$ cat src/rtl/hslp_pipe_mul.sv
// Pipelined four-quadrant approximate multiplier with per-quadrant truncation
// selectable at runtime, behind valid/ready handshakes on both sides.
module hslp_pipe_mul #(
  parameter int         WIDTH     = 8,
  parameter logic [7:0] CFG_RESET = 8'h00,
  parameter int         CNT_W     = 16
) (
  input  logic                 clk,
  input  logic                 rst_n,
  input  logic                 cfg_we,
  input  logic [7:0]           cfg_mode,
  output logic [7:0]           cfg_q,
  input  logic                 in_valid,
  output logic                 in_ready,
  input  logic [WIDTH-1:0]     a,
  input  logic [WIDTH-1:0]     b,
  output logic                 out_valid,
  input  logic                 out_ready,
  output logic [2*WIDTH-1:0]   prod,
  output logic [CNT_W-1:0]     out_cnt
);

  localparam int H = WIDTH / 2;

  logic               adv;
  logic [7:0]         cfg_r;

  logic               s1_v;
  logic [WIDTH-1:0]   s1_a;
  logic [WIDTH-1:0]   s1_b;
  logic [7:0]         s1_mode;

  logic               s2_v;
  logic [WIDTH-1:0]   s2_hh;
  logic [WIDTH-1:0]   s2_hl;
  logic [WIDTH-1:0]   s2_lh;
  logic [WIDTH-1:0]   s2_ll;

  logic [WIDTH-1:0]   hh_n;
  logic [WIDTH-1:0]   hl_n;
  logic [WIDTH-1:0]   lh_n;
  logic [WIDTH-1:0]   ll_n;
  logic [2*WIDTH-1:0] sum_n;

  logic               ov_r;
  logic [2*WIDTH-1:0] prod_r;
  logic [CNT_W-1:0]   cnt_r;

  // A mode larger than the half width would zero the whole half; cap it.
  function automatic logic [1:0] clamp_mode(input logic [1:0] m);
    if (int'(m) > H - 1) return 2'(H - 1);
    return m;
  endfunction

  function automatic logic [WIDTH-1:0] qprod(input logic [H-1:0] x,
                                             input logic [H-1:0] y,
                                             input logic [1:0]   m);
    logic [H-1:0] mask;
    logic [H-1:0] xt;
    logic [H-1:0] yt;
    mask = {H{1'b1}} << clamp_mode(m);
    xt   = x & mask;
    yt   = y & mask;
    return {{H{1'b0}}, xt} * {{H{1'b0}}, yt};
  endfunction

  // Whole pipeline moves in lockstep; bubbles are kept, not collapsed.
  assign adv      = !ov_r || out_ready;
  assign in_ready = adv;
  assign cfg_q    = cfg_r;

  always_ff @(posedge clk or negedge rst_n) begin
    if (!rst_n) begin
      cfg_r <= CFG_RESET;
    end else if (cfg_we) begin
      cfg_r <= cfg_mode;
    end
  end

  always_ff @(posedge clk or negedge rst_n) begin
    if (!rst_n) begin
      s1_v    <= 1'b0;
      s1_a    <= '0;
      s1_b    <= '0;
      s1_mode <= '0;
    end else if (adv) begin
      s1_v <= in_valid;
      if (in_valid) begin
        s1_a    <= a;
        s1_b    <= b;
        s1_mode <= cfg_r;
      end
    end
  end

  assign hh_n = qprod(s1_a[WIDTH-1:H], s1_b[WIDTH-1:H], s1_mode[7:6]);
  assign hl_n = qprod(s1_a[WIDTH-1:H], s1_b[H-1:0],     s1_mode[5:4]);
  assign lh_n = qprod(s1_a[H-1:0],     s1_b[WIDTH-1:H], s1_mode[3:2]);
  assign ll_n = qprod(s1_a[H-1:0],     s1_b[H-1:0],     s1_mode[1:0]);

  always_ff @(posedge clk or negedge rst_n) begin
    if (!rst_n) begin
      s2_v  <= 1'b0;
      s2_hh <= '0;
      s2_hl <= '0;
      s2_lh <= '0;
      s2_ll <= '0;
    end else if (adv) begin
      s2_v <= s1_v;
      if (s1_v) begin
        s2_hh <= hh_n;
        s2_hl <= hl_n;
        s2_lh <= lh_n;
        s2_ll <= ll_n;
      end
    end
  end

  assign sum_n = {s2_hh, {WIDTH{1'b0}}}
               + ({{WIDTH{1'b0}}, s2_hl} << H)
               + ({{WIDTH{1'b0}}, s2_lh} << H)
               + {{WIDTH{1'b0}}, s2_ll};

  always_ff @(posedge clk or negedge rst_n) begin
    if (!rst_n) begin
      ov_r   <= 1'b0;
      prod_r <= '0;
    end else if (adv) begin
      ov_r <= s2_v;
      if (s2_v) begin
        prod_r <= sum_n;
      end
    end
  end

  always_ff @(posedge clk or negedge rst_n) begin
    if (!rst_n) begin
      cnt_r <= '0;
    end else if (ov_r && out_ready) begin
      cnt_r <= cnt_r + 1'b1;
    end
  end

  assign out_valid = ov_r;
  assign prod      = prod_r;
  assign out_cnt   = cnt_r;

endmodule

$ cat config.mk
export PLATFORM = sky130hd
export DESIGN_NAME = hslp_pipe_mul
export DESIGN_NICKNAME = d
export VERILOG_FILES = /design/src/rtl/hslp_pipe_mul.sv
export SDC_FILE = /design/constraint.sdc
export NUM_CORES = 1
export LEC_CHECK = 0
export CAP_MARGIN = 20
export CORE_ASPECT_RATIO = 0.6
export CORE_MARGIN = 2
export CORE_UTILIZATION = 55
export CTS_CLUSTER_DIAMETER = 30
export DETAILED_ROUTE_END_ITERATION = 8
export HOLD_SLACK_MARGIN = 0.06
export PLACE_DENSITY = 0.8
export SETUP_SLACK_MARGIN = 0.1
export SYNTH_ARGS = -nofsm -noshare
export SYNTH_HDL_FRONTEND = slang
export SYNTH_SLANG_ARGS = --single-unit
$ cat constraint.sdc
create_clock -name clk -period 4.31 [get_ports clk]
set_clock_uncertainty 0.1 [all_clocks]
set_input_delay 0.6465 -clock clk [delete_from_list [all_inputs] [get_ports clk]]
set_output_delay 0.6465 -clock clk [all_outputs]
set_load 0.03 [all_outputs]
# Word-level counts from Yosys, hierarchy flattened
# Index checks and enable logic that the tools add are counted.
[word_totals]
reg_bits = 99
in_bits = 29
out_inout_bits = 42
elab_cells = 39
[classes]
addsub = 4
multipliers = 4
n_shift = 4
bitwise_logic = 8
reduce_logical = 6
[op_table]
columns = ["cell", "count"]
rows = [
  ["16-bit by 12-bit adder with 16-bit output", 2],
  ["4-bit bitwise AND", 8],
  ["4-bit by 4-bit multiplier with 8-bit output", 4],
  ["16-bit by 1-bit adder with 16-bit output (second input constant)", 1],
  ["16-bit by 8-bit adder with 16-bit output", 1],
  ["4-bit by 2-bit left shift with 4-bit output (first input constant)", 4],
  ["2-bit AND reduction", 3],
  ["1-bit logical AND", 1],
  ["1-bit logical NOT", 1],
  ["1-bit logical OR", 1],
]

# Logic depth before layout (Yosys ltp)
# Gate-level depths: netlist of the first run.
[depth]
ltp_word = 3
depth_mapped = 12

# Worst setup path after synthesis of the first run
# OpenSTA, ideal clock, no wires.
[synth_path]
path_type = "register -> register"
startpoint = "register s1_mode[3]"
endpoint = "register s2_lh[7]"
setup_ps = 129
arrival_time_ps = 2965
required_time_ps = 4081
path_slack_ps = 1116
stages_incl_launch_ff = 12
period_less_slack_ps = 3194
cell_sequence = "dfrtp_1 -> nor2_1 -> nand3_1 -> fa_1 -> fa_1 -> inv_1 -> ha_1 -> a21o_1 -> a31o_2 -> a21oi_1 -> xor2_1 -> o21ai_0"
[synth_between]
elab_chain_cells = 3
[synth_rtl]
columns = ["item", "line", "rtl"]
rows = [
  ["from (decl)", "31", "logic [7:0] s1_mode;"],
  ["from (signal assigned)", "91", "s1_mode <= cfg_r;"],
  ["4-bit by 2-bit left shift with 4-bit output *", "61", "mask = {H{1'b1}} << clamp_mode(m);"],
  ["4-bit bitwise AND (on tied branches)", "62, 63", ""],
  ["4-bit by 4-bit multiplier with 8-bit output *", "64", "return {{H{1'b0}}, xt} * {{H{1'b0}}, yt};"],
  ["to (signal assigned)", "113", "s2_lh <= lh_n;"],
  ["to (decl)", "36", "logic [WIDTH-1:0] s2_lh;"],
]
# Every way passes the cells marked *; elsewhere a longest branch is shown, timed or not.
# A chain may end at the register's enable or synchronous reset.

# Worst setup path after layout of the first run
[layout_path]
startpoint = "register s1_mode[7]"
endpoint = "register s2_hh[7]"
[layout_between]
elab_chain_cells = 3
[layout_rtl]
columns = ["item", "line", "rtl"]
rows = [
  ["4-bit by 2-bit left shift with 4-bit output *", "61", ""],
  ["4-bit bitwise AND (on tied branches)", "62, 63", ""],
  ["4-bit by 4-bit multiplier with 8-bit output *", "64", ""],
  ["to (signal assigned)", "111", "s2_hh <= hh_n;"],
  ["to (decl)", "34", "logic [WIDTH-1:0] s2_hh;"],
]
# Marks and branches as above.

==> results of run 1 <==
cell usage after synthesis, types with 3 or more instances:
master,count,area (um^2)
dfrtp_1,99,2480
ha_1,57,713
nand2_1,55,206
mux2_2,48,541
inv_1,34,128
o21ai_0,32,160
and3_1,28,175
fa_1,25,500
xor2_1,22,193
a21oi_1,18,90.1
nand3_1,16,80.1
a21o_1,15,113
and2_1,15,93.8
xnor2_1,13,114
nor2_1,8,30.0
nor2b_1,6,37.5
clkbuf_1,5,18.8
nor3_1,5,25.0
a31o_2,4,35.0
buf_2,4,20.0
nand4_1,4,25.0
and3b_1,3,26.3
o21a_1,3,22.5
placed cells by master (no fill, tap or decap), types with 22 or more instances in the layout:
| cell | count |
|---|---|
| ha_1 | 57 |
| mux2_2 | 48 |
| clkdlybuf4s50_1 | 69 |
| dfrtp_1 | 99 |
| nand2_1 | 55 |
| inv_1 | 34 |
| and3_1 | 28 |
| xor2_1 | 22 |
| o21ai_0 | 32 |
| fa_1 | 25 |
worst max-delay path by stage:
stage,depth (start not counted),slack [ns],from,to
3_3_place_gp,11,0.99,s1_mode[1],s2_ll[7]
6_report,11,0.83,s1_mode[7],s2_hh[7]
4_1_cts,11,0.82,s1_mode[1],s2_ll[7]
2_1_floorplan,11,1.12,s1_mode[3],s2_lh[7]
3_5_place_dp,11,0.83,s1_mode[1],s2_ll[7]
5_1_grt,11,0.64,s1_mode[3],s2_lh[7]
power by group through the flow:
stage | Clock, mW | Combinational [mW] | Sequential [mW]
floorplan | 0 | 1.26 | 1.65
global placement | 0 | 1.94 | 1.51
detailed placement | 0 | 2.05 | 1.53
CTS | 0.826 | 2.07 | 1.51
global route | 0.863 | 2.27 | 1.56
finish | 0.819 | 2.06 | 1.51
through the flow:
| stage | instances | instance area (um^2) | utilization |
|---|---|---|---|
| floorplan | 548 | 6080 | - |
| global placement | 746 | 6890 | 0.646 |
| detailed placement | 746 | 6890 | 0.646 |
| CTS | 762 | 7190 | 0.674 |
| global route | 762 | 7190 | 0.674 |
| finish | 762 | 7190 | 0.674 |
layer usage:
layer  track usage  up-vias  wire length [um]
li1              -     2041                 -
met1         0.302     2131              5990
met2         0.372       79              6060
met3        0.0525       13               612
met4        0.0509        0               108
met5             0        -                 0
logic make-up after synthesis:
family                   Yosys count  share of synthesized area
XOR/XNOR                          35                     0.0505
buffers and inverters             46                     0.0317
adder cells (fa/ha/maj)           82                      0.200
AO/OA/AOI/OAI                     82                     0.0848
AND/OR/NAND/NOR                  154                      0.133
multiplexers                      50                     0.0923
flip-flops                        99                      0.408
area by class of cell:
cell class                 count  area [um^2]  area share
sequential                    99         2480       0.344
clock buffer                   9          225      0.0313
tap                          139          174      0.0242
inverter                      34          128      0.0177
clock inverter                 7         78.8      0.0110
timing repair buffer          71          706      0.0981
multi-input combinational    403         3410       0.473
registers in the layout, indices dropped and copies added, names as in the netlist, 8 cells and up:
register	count
prod	16
s2_lh	8
cfg_q	8
out_cnt	16
s2_hh	8
s1_mode	8
s2_hl	8
s2_ll	8
s1_a	8
s1_b	8
worst max-delay path, cell delays in order (launching register included):
cell     delay (ns)
dfrtp_1        0.43
nor2_1         0.31
nand3_1        0.18
fa_1           0.56
inv_1          0.05
fa_1           0.53
ha_1           0.33
a21o_1         0.19
a31o_2         0.24
a21oi_1        0.18
xor2_1         0.15
o21ai_0        0.08
==> reports/metrics.csv, run 1 <==
stage;metric;value;unit
run_status;status;completed;
drt;via_count;4264;
pwr;clock_power_share;0.186;
clock_network;hold_buffers;0;
pwr;p_total;4.39;mW
clock_network;clock_sinks;99;
critical_path;cp-end-kind;register;
critical_path;r2r_start;s1_mode[7];
placed_design;dp_slack;0.833;ns
timing;drv_slew;0;
min_path;hold_class;in2async;
synthesis;synth.net_count;659;
floorplanning;core-area;10700;um^2
floorplanning;die_h;85.4;um
synthesis;postSynthAreaPerCell;11.1;um^2
floorplanning;die_area;11900;um^2
timing;hold_viol_final;0;
timing;finalSetupTns;0;ns
drt;routedWlPerCell;16.8;um
clock_network;cts_tree;yes;
floorplanning;initial_core_util;0.570;
timing;setup_viol;0;
pwr;leakagePower;3.60;nW
drt;routed_via_density;5.60;
critical_path;r2r_end;s2_hh[7];
clock_network;root_buffer;clkbuf_16;
synthesis;syn_inst;548;
layout;n_fill_cell;792;
global_route;grt_max_degree;77;
layout;antennaDiodeCount;0;
synthesis;seq_area_frac_synth;0.408;
synthesis;synthFlopType;dfrtp_1;
critical_path;rr_worst_depth;11;
pwr;comb_power_share;0.469;
timing;whs;0.326;ns
drt;firstDrtPassIters;4;
floorplanning;die_w;140;um
global_route;grt-ovfl-total;0;
critical_path;crit_arrival;3.59;ns
synthesis;synth_async_sr_flop_share;1.00;
clock_network;ctsHtreeMaxLevel;3;
placed_design;hpwl;9740;um
clock_network;clk_pin_slew;0.08;ns
layout;drive_gt1_frac;0.127;
pwr;ir_drop;367;uV
synthesis;synthDistinctLibCells;44;
drt;drt-initial-drc-count;246;
global_route;grt.total_usage;0.223;
timing;tightest_slew;0.971;ns
clock_network;cts_made_buffers;9;
timing;setup_slack;0.826;ns
floorplanning;rows;29;
pwr;p_seq_frac;0.345;
synthesis;yosysWarningCount;0;
layout;fin_nets;729;
synthesis;synth-seq-cells;99;
placed_design;place.gp.congestion;0.824;
timing;rsz0062_at_grt;no;
flow_run;max_cap_violations;0;
clock_network;post-cts-setup-buffers;0;
critical_path;start_kind;register;
clock_network;worstSkewPairLatency;0.36;ns
timing;max_freq;287;MHz
critical_path;crit_required;4.42;ns
pwr;p_int;2.56;mW
synthesis;syn-cell-area;6080;um^2
timing;fin_crit_sh;0.808;
drt;drc;0;
synthesis;synth_edf_count;0;
critical_path;criticalPathCategory;reg2reg;
pwr;switchingPower;1.83;mW
global_route;grt_pass1_vias;4406;
timing;slew_headroom;0.353;
global_route;grt_pass1_wl;21200;um
drt;drtAntennaViolNets;0;
clock_network;cts_resized;0;
pwr;switching_share;0.416;
critical_path;ff2ff_setup_slack;0.83;ns
timing;min_period;3.48;ns
global_route;antenna_found_initial;0;
layout;area_growth;18.4;%
critical_path;cp_max_fo;7;
clock_network;cts_buffer_depth;2;
drt;wl;12800;um
placed_design;port_buffers;70;
pwr;power_density;610;nW/um^2
floorplanning;ios;71;
Note: power is estimated with default switching activity, not from simulation.
==> run 2: changes to the inputs <==
--- a/config.mk
+++ b/config.mk
@@ -8,11 +8,11 @@
 export CAP_MARGIN = 20
 export CORE_ASPECT_RATIO = 0.6
 export CORE_MARGIN = 2
-export CORE_UTILIZATION = 55
+export CORE_UTILIZATION = 51
 export CTS_CLUSTER_DIAMETER = 30
 export DETAILED_ROUTE_END_ITERATION = 8
 export HOLD_SLACK_MARGIN = 0.06
-export PLACE_DENSITY = 0.8
+export PLACE_DENSITY = 0.78
 export SETUP_SLACK_MARGIN = 0.1
 export SYNTH_ARGS = -nofsm -noshare
 export SYNTH_HDL_FRONTEND = slang
==> constraint.sdc (replaced) <==
create_clock -name clk -period 2.9 [get_ports clk]
set_clock_uncertainty 0.1 [all_clocks]
set_input_delay 0.435 -clock clk [delete_from_list [all_inputs] [get_ports clk]]
set_output_delay 0.435 -clock clk [all_outputs]
set_load 0.03 [all_outputs]
==> run 2 against run 1 <==
  * The run now ends with negative setup slack left
  * First-iteration DRC count shrank 20%
  * Final cell count grew 8.3%
  * Critical path depth is the same
  * Combinational power grew 67%
  * Power grew 56%
  * Fmax grew 15%
  * Critical path type unchanged
==> reports/metrics.csv, run 2 (synthesis results as in run 1) <==
stage;metric;value;unit;change
floorplanning;die_h;88.5;um;was 85.4 um
critical_path;start_kind;register;;unchanged
clock_network;cts_tree;yes;;unchanged
timing;whs;0.371;ns;was 0.326 ns
critical_path;crit_required;3.03;ns;was 4.42 ns
clock_network;root_buffer;clkbuf_16;;unchanged
drt;wl;13300;um;was 12800 um
floorplanning;die_area;12800;um^2;was 11900 um^2
placed_design;dpl.cell_count;800;;was 746
floorplanning;ios;71;;unchanged
drt;drtAntennaViolNets;0;;unchanged
timing;finalSetupTns;-0.631;ns;was 0 ns
layout;final_cell_mix;94 x dfrtp_1, 69 x clkdlybuf4s50_1, 56 x ha_1;;was 99 x dfrtp_1, 69 x clkdlybuf4s50_1, 57 x ha_1
clock_network;cts_buffer_depth;2;;unchanged
global_route;grt_max_degree;57;;was 77
run_status;violations;negative setup slack;;
drt;drc;0;;unchanged
placed_design;placed_area;7250;um^2;was 6890 um^2
timing;rsz0062_at_grt;yes;;was no
clock_network;worstSkewPairLatency;0.35;ns;was 0.36 ns
timing;fin_crit_sh;1.04;;was 0.808
floorplanning;die_w;145;um;was 140 um
pwr;ir_drop;620;uV;was 367 uV
clock_network;ctsHtreeMaxLevel;3;;unchanged
pwr;leakagePower;3.81;nW;was 3.60 nW
timing;hold_viol_final;0;;unchanged
layout;drive_gt1_frac;0.242;;was 0.127
timing;tightest_slew;0.595;ns;was 0.971 ns
layout;finish.instance_area;7690;um^2;was 7190 um^2
timing;max_freq;330;MHz;was 287 MHz
flow_run;max_cap_violations;0;;unchanged
layout;stdcell_count;825;;was 762
global_route;grt_pass1_wl;22000;um;was 21200 um
placed_design;dp_slack;-0.172;ns;was 0.833 ns
clock_network;clk_pin_slew;0.07;ns;was 0.08 ns
floorplanning;core-area;11400;um^2;was 10700 um^2
global_route;grt-ovfl-total;0;;unchanged
placed_design;hpwl;10100;um;was 9740 um
critical_path;cp_max_fo;4;;was 7
timing;min_period;3.03;ns;was 3.48 ns
min_path;hold_class;reg2reg;;was in2async
placed_design;place.gp.congestion;0.891;;was 0.824
clock_network;clock_sinks;99;;unchanged
critical_path;criticalPathCategory;reg2reg;;unchanged
clock_network;cts_made_buffers;9;;unchanged
timing;drv_slew;0;;unchanged
global_route;grt.total_usage;0.216;;was 0.223
drt;firstDrtPassIters;6;;was 4
floorplanning;initial_core_util;0.531;;was 0.570
drt;drt-initial-drc-count;197;;was 246
global_route;antenna_found_initial;0;;unchanged
critical_path;crit_arrival;3.16;ns;was 3.59 ns
drt;routed_via_density;5.38;;was 5.60
run_status;status;complete, but fails checks;;was completed
layout;final_common_cell;dfrtp_1;;unchanged
critical_path;cp-end-kind;register;;unchanged
placed_design;port_buffers;70;;unchanged
timing;setup_slack;-0.126;ns;was 0.826 ns
pwr;power_density;889;nW/um^2;was 610 nW/um^2
timing;slew_headroom;0.602;;was 0.353
drt;routedWlPerCell;16.1;um;was 16.8 um
floorplanning;rows;30;;was 29
layout;area_growth;26.6;%;was 18.4%
global_route;grt_pass1_vias;4581;;was 4406
layout;fin_nets;771;;was 729
drt;via_count;4441;;was 4264
layout;n_fill_cell;846;;was 792
timing;setup_viol;7;;was 0
==> run 2: changes by cell type in the layout (fill, tap and decap cells not counted), moves of 5 or more <==
cell	delta
a21oi_1	-11
a21oi_2	+10
buf_4	+38
dfrtp_1	-5
dfrtp_2	+5
fa_1	-5
fa_2	+5
nand2_1	-5
nand2_2	+5
nor2b_1	-6
nor2b_4	+5
o21ai_0	-14
o21ai_1	+13
==> run 2: final cells by class <==
cell class	count	area, um^2	share of cell area
Clock inverter	6	48.8	0.00634
Tap cell	160	200	0.0260
Inverter	34	128	0.0166
Multi-Input combinational cell	403	3560	0.463
Timing Repair Buffer	113	1040	0.136
Clock buffer	9	225	0.0293
Sequential cell	99	2480	0.323
Antenna cell	1	2.50	0.000325
==> run 2: routing by layer <==
metal | share of wire | vias to the layer above | routed length, um | global-route usage
met2 | 0.47 | 93 | 6280 | 0.356
met3 | 0.052 | 14 | 691 | 0.0474
met1 | 0.47 | 2210 | 6180 | 0.297
li1 | - | 2124 | - | -
met5 | 0 | - | 0 | 0
met4 | 0.0083 | 0 | 110 | 0.0504
==> run 2: stage by stage <==
stage                util  power, mW
floorplan               -       4.36
global placement    0.633       5.35
detailed placement  0.633       5.55
CTS                 0.667       6.80
global route        0.672       7.35
finish              0.672       6.84
==> run 2: final timing paths <==
| check | slack [ns] | endpoint | cells after the start | start |
|---|---|---|---|---|
| setup / recovery | -0.13 | s2_hh[7] | 11 | s1_b[5] |
| hold / removal | 0.37 | out_cnt[15] | 1 | out_cnt[15] |
| setup reg to reg | -0.13 | s2_hh[7] | 11 | s1_b[5] |
| hold reg to reg | 0.37 | out_cnt[15] | 1 | out_cnt[15] |
| max in group asynchronous | 1.45 | s2_hh[7] | 3 | rst_n |
| min in group asynchronous | 0.52 | out_cnt[1] | 2 | rst_n |
==> run 2: where the power goes <==
group | total [mW] | switching [mW] | internal, mW
Sequential | 2.26 | 0.439 | 1.82
Clock | 1.14 | 0.554 | 0.588
Combinational | 3.44 | 1.81 | 1.63
Total | 6.84 | 2.80 | 4.03
==> run 2: timing repair <==
item / CTS / global route
hold buffers: 1 / 0
endpoints found under the hold margin: 43 / 0
pin swaps: 4 / 17
setup endpoints to repair: 16 / 21
gates resized for setup: 27 / 17
setup buffers: 6 / 2
cloned: 0 / 0
==> run 2: worst max-delay path, cell delays in order, from the launching register on <==
cell,delay [ns]
dfrtp_1,0.44
nor2b_4,0.21
nand2_2,0.07
fa_1,0.50
inv_2,0.04
fa_1,0.50
ha_1,0.32
a21o_1,0.17
a31o_2,0.21
a21oi_2,0.14
xor2_1,0.15
o21ai_1,0.07
==> variant: new RTL, config.mk and constraints of run 2 <==
Reset style: synchronous (`rst_n`), changed in 5 clocked blocks.
--- a/src/rtl/hslp_pipe_mul.sv
+++ b/src/rtl/hslp_pipe_mul.sv
@@ -71,3 +71,3 @@
 
-  always_ff @(posedge clk or negedge rst_n) begin
+  always_ff @(posedge clk) begin
     if (!rst_n) begin
@@ -79,3 +79,3 @@
 
-  always_ff @(posedge clk or negedge rst_n) begin
+  always_ff @(posedge clk) begin
     if (!rst_n) begin
@@ -100,3 +100,3 @@
 
-  always_ff @(posedge clk or negedge rst_n) begin
+  always_ff @(posedge clk) begin
     if (!rst_n) begin
@@ -123,3 +123,3 @@
 
-  always_ff @(posedge clk or negedge rst_n) begin
+  always_ff @(posedge clk) begin
     if (!rst_n) begin
@@ -135,3 +135,3 @@
 
-  always_ff @(posedge clk or negedge rst_n) begin
+  always_ff @(posedge clk) begin
     if (!rst_n) begin
Behaviour: not the same (a bounded check fails within 4 cycles, from zero or initial values and one cycle with rst_n low; the reset may be asserted at any time).
==> variant against run 2 <==
The run still ends with setup timing left; worst setup slack better by 0.12 ns; highest routed layer is now met5; critical path type unchanged; final area is 0.29% higher; sequential cell count is the same; via count grew 17%; routed wire length rose by 14%; area after synthesis grew 0.74%; core utilization about the same.
Power is not compared: it rests on default switching activity, and its combinational part moved more than twofold at a synthesized area within 25%.
==> variant: results (changes against run 2) <==
status = finished with violations (unchanged)
failing checks = setup timing (unchanged)
postcts setup bufs = 8 (was 6)
Avg Synthesized Cell Area = 8.90 µm² (was 11.1 µm²)
reg2reg end = s2_hl[7] (was s2_hh[7])
Resized Gates After CTS = 34 (was 27)
post-cts hold buffer count = 0 (was 1)
layout cells sized above 1 = 0.157 (was 0.242)
routed vias = 5,187 (was 4,441)
Post-synth top cells = nand2_1, dfxtp_1, ha_1, a21boi_0, inv_1 (was dfrtp_1, ha_1, nand2_1, mux2_2, inv_1)
initial antenna violation count = 1 (was 0)
routed len/inst = 16.1 µm (about the same)
first-pass GRT wire length = 24,400 µm (was 22,000 µm)
largest net degree at the start of global routing = 41 (was 57)
DPL Wire Length = 11,200 µm (was 10,100 µm)
Net Count, Synth = 799 (was 659)
Slew HR = 0.559 (was 0.602)
maximum clock insertion buffer count = 2 (unchanged)
clk pwr = 1.23 mW
Min-Delay Path Class = in2reg (was reg2reg)
CP max FO = 5 (was 4)
Core Box Area = 11,500 µm² (was 11,400 µm²)
Non-Filler Instances = 938 (was 825)
crit-path max cell delay = 0.57 ns (was 0.50 ns)
GP Congestion = 0.878 (was 0.891)
placed cell count = 911 (was 800)
startpoint of the worst hold path = rst_n (was out_cnt[15])
nets@finish = 885 (was 771)
FF-to-FF Start = s1_b[1] (was s1_b[5])
DP Worst Slack = -0.0299 ns (was -0.172 ns)
Yosys cell types = 45 (was 44)
GRT Total Usage = 0.237 (was 0.216)
top post-synthesis cells by area = dfxtp_1, ha_1, fa_1, nand2_1, a21boi_0 (was dfrtp_1, ha_1, mux2_2, fa_1, nand2_1)
Async SR Flop Fraction = 0 (was 1.00)
DRT Pass-1 Iters = 5 (was 6)
Initial DRC Count = 346 (was 197)
Min-Delay Endpoint = s2_hl[3] (was out_cnt[15])
Fin Setup TNS = -0.00265 ns (was -0.631 ns)
setup ws final = -0.00265 ns (was -0.126 ns)
Final Setup Violations = 1 (was 7)
Hold Crit Depth = 2 (was 1)
vias in the first global route = 4,823 (was 4,581)
Seq/Total Area, Yosys = 0.324 (was 0.408)
Ant. Diodes = 0 (was 1)
==> variant: through the flow <==
| step | area (µm²) | hold slack, ns |
|---|---|---|
| after floorplan | 6180 | 0.341 |
| after global placement | 7130 | 0.347 |
| after detailed placement | 7130 | 0.359 |
| after CTS | 7580 | 0.312 |
| after global routing | 7720 | 0.319 |
| final | 7720 | 0.324 |
==> variant: metal layers <==
metal	vias to the layer above	track usage	share of wire
met3	19	0.0438	0.046
met5	-	0	0.00086
li1	2529	-	-
met1	2525	0.340	0.49
met4	2	0.0624	0.011
met2	112	0.372	0.45
==> variant: worst max-delay path: cells and delay by family, from the launching register on <==
kind                     cells  cell delay, ns
adder cells (fa/ha/maj)      3            1.37
AO/OA/AOI/OAI                3            0.49
AND/OR/NAND/NOR              4            0.42
flip-flops                   1            0.36
buffers and inverters        1            0.04
==> variant: cells by family (layout without fill, tap and decap cells) <==
| group | count (synthesis) | in the layout | share of synthesized area |
|---|---|---|---|
| compound gates | 126 | 126 | 0.144 |
| mux | 8 | 8 | 0.0131 |
| fa+ha+maj | 82 | 82 | 0.198 |
| buf+inv | 66 | 156 | 0.0448 |
| xor+xnor | 30 | 30 | 0.0429 |
| simple gates | 277 | 277 | 0.233 |
| flops | 99 | 99 | 0.324 |
==> variant: area by class of cell <==
| cell class | count | share of cell area |
|---|---|---|
| Clock buffer | 10 | 0.0310 |
| Clock inverter | 5 | 0.00811 |
| Inverter | 33 | 0.0161 |
| Multi-Input combinational cell | 523 | 0.528 |
| Sequential cell | 99 | 0.262 |
| Tap cell | 160 | 0.0259 |
| Timing Repair Buffer | 108 | 0.129 |
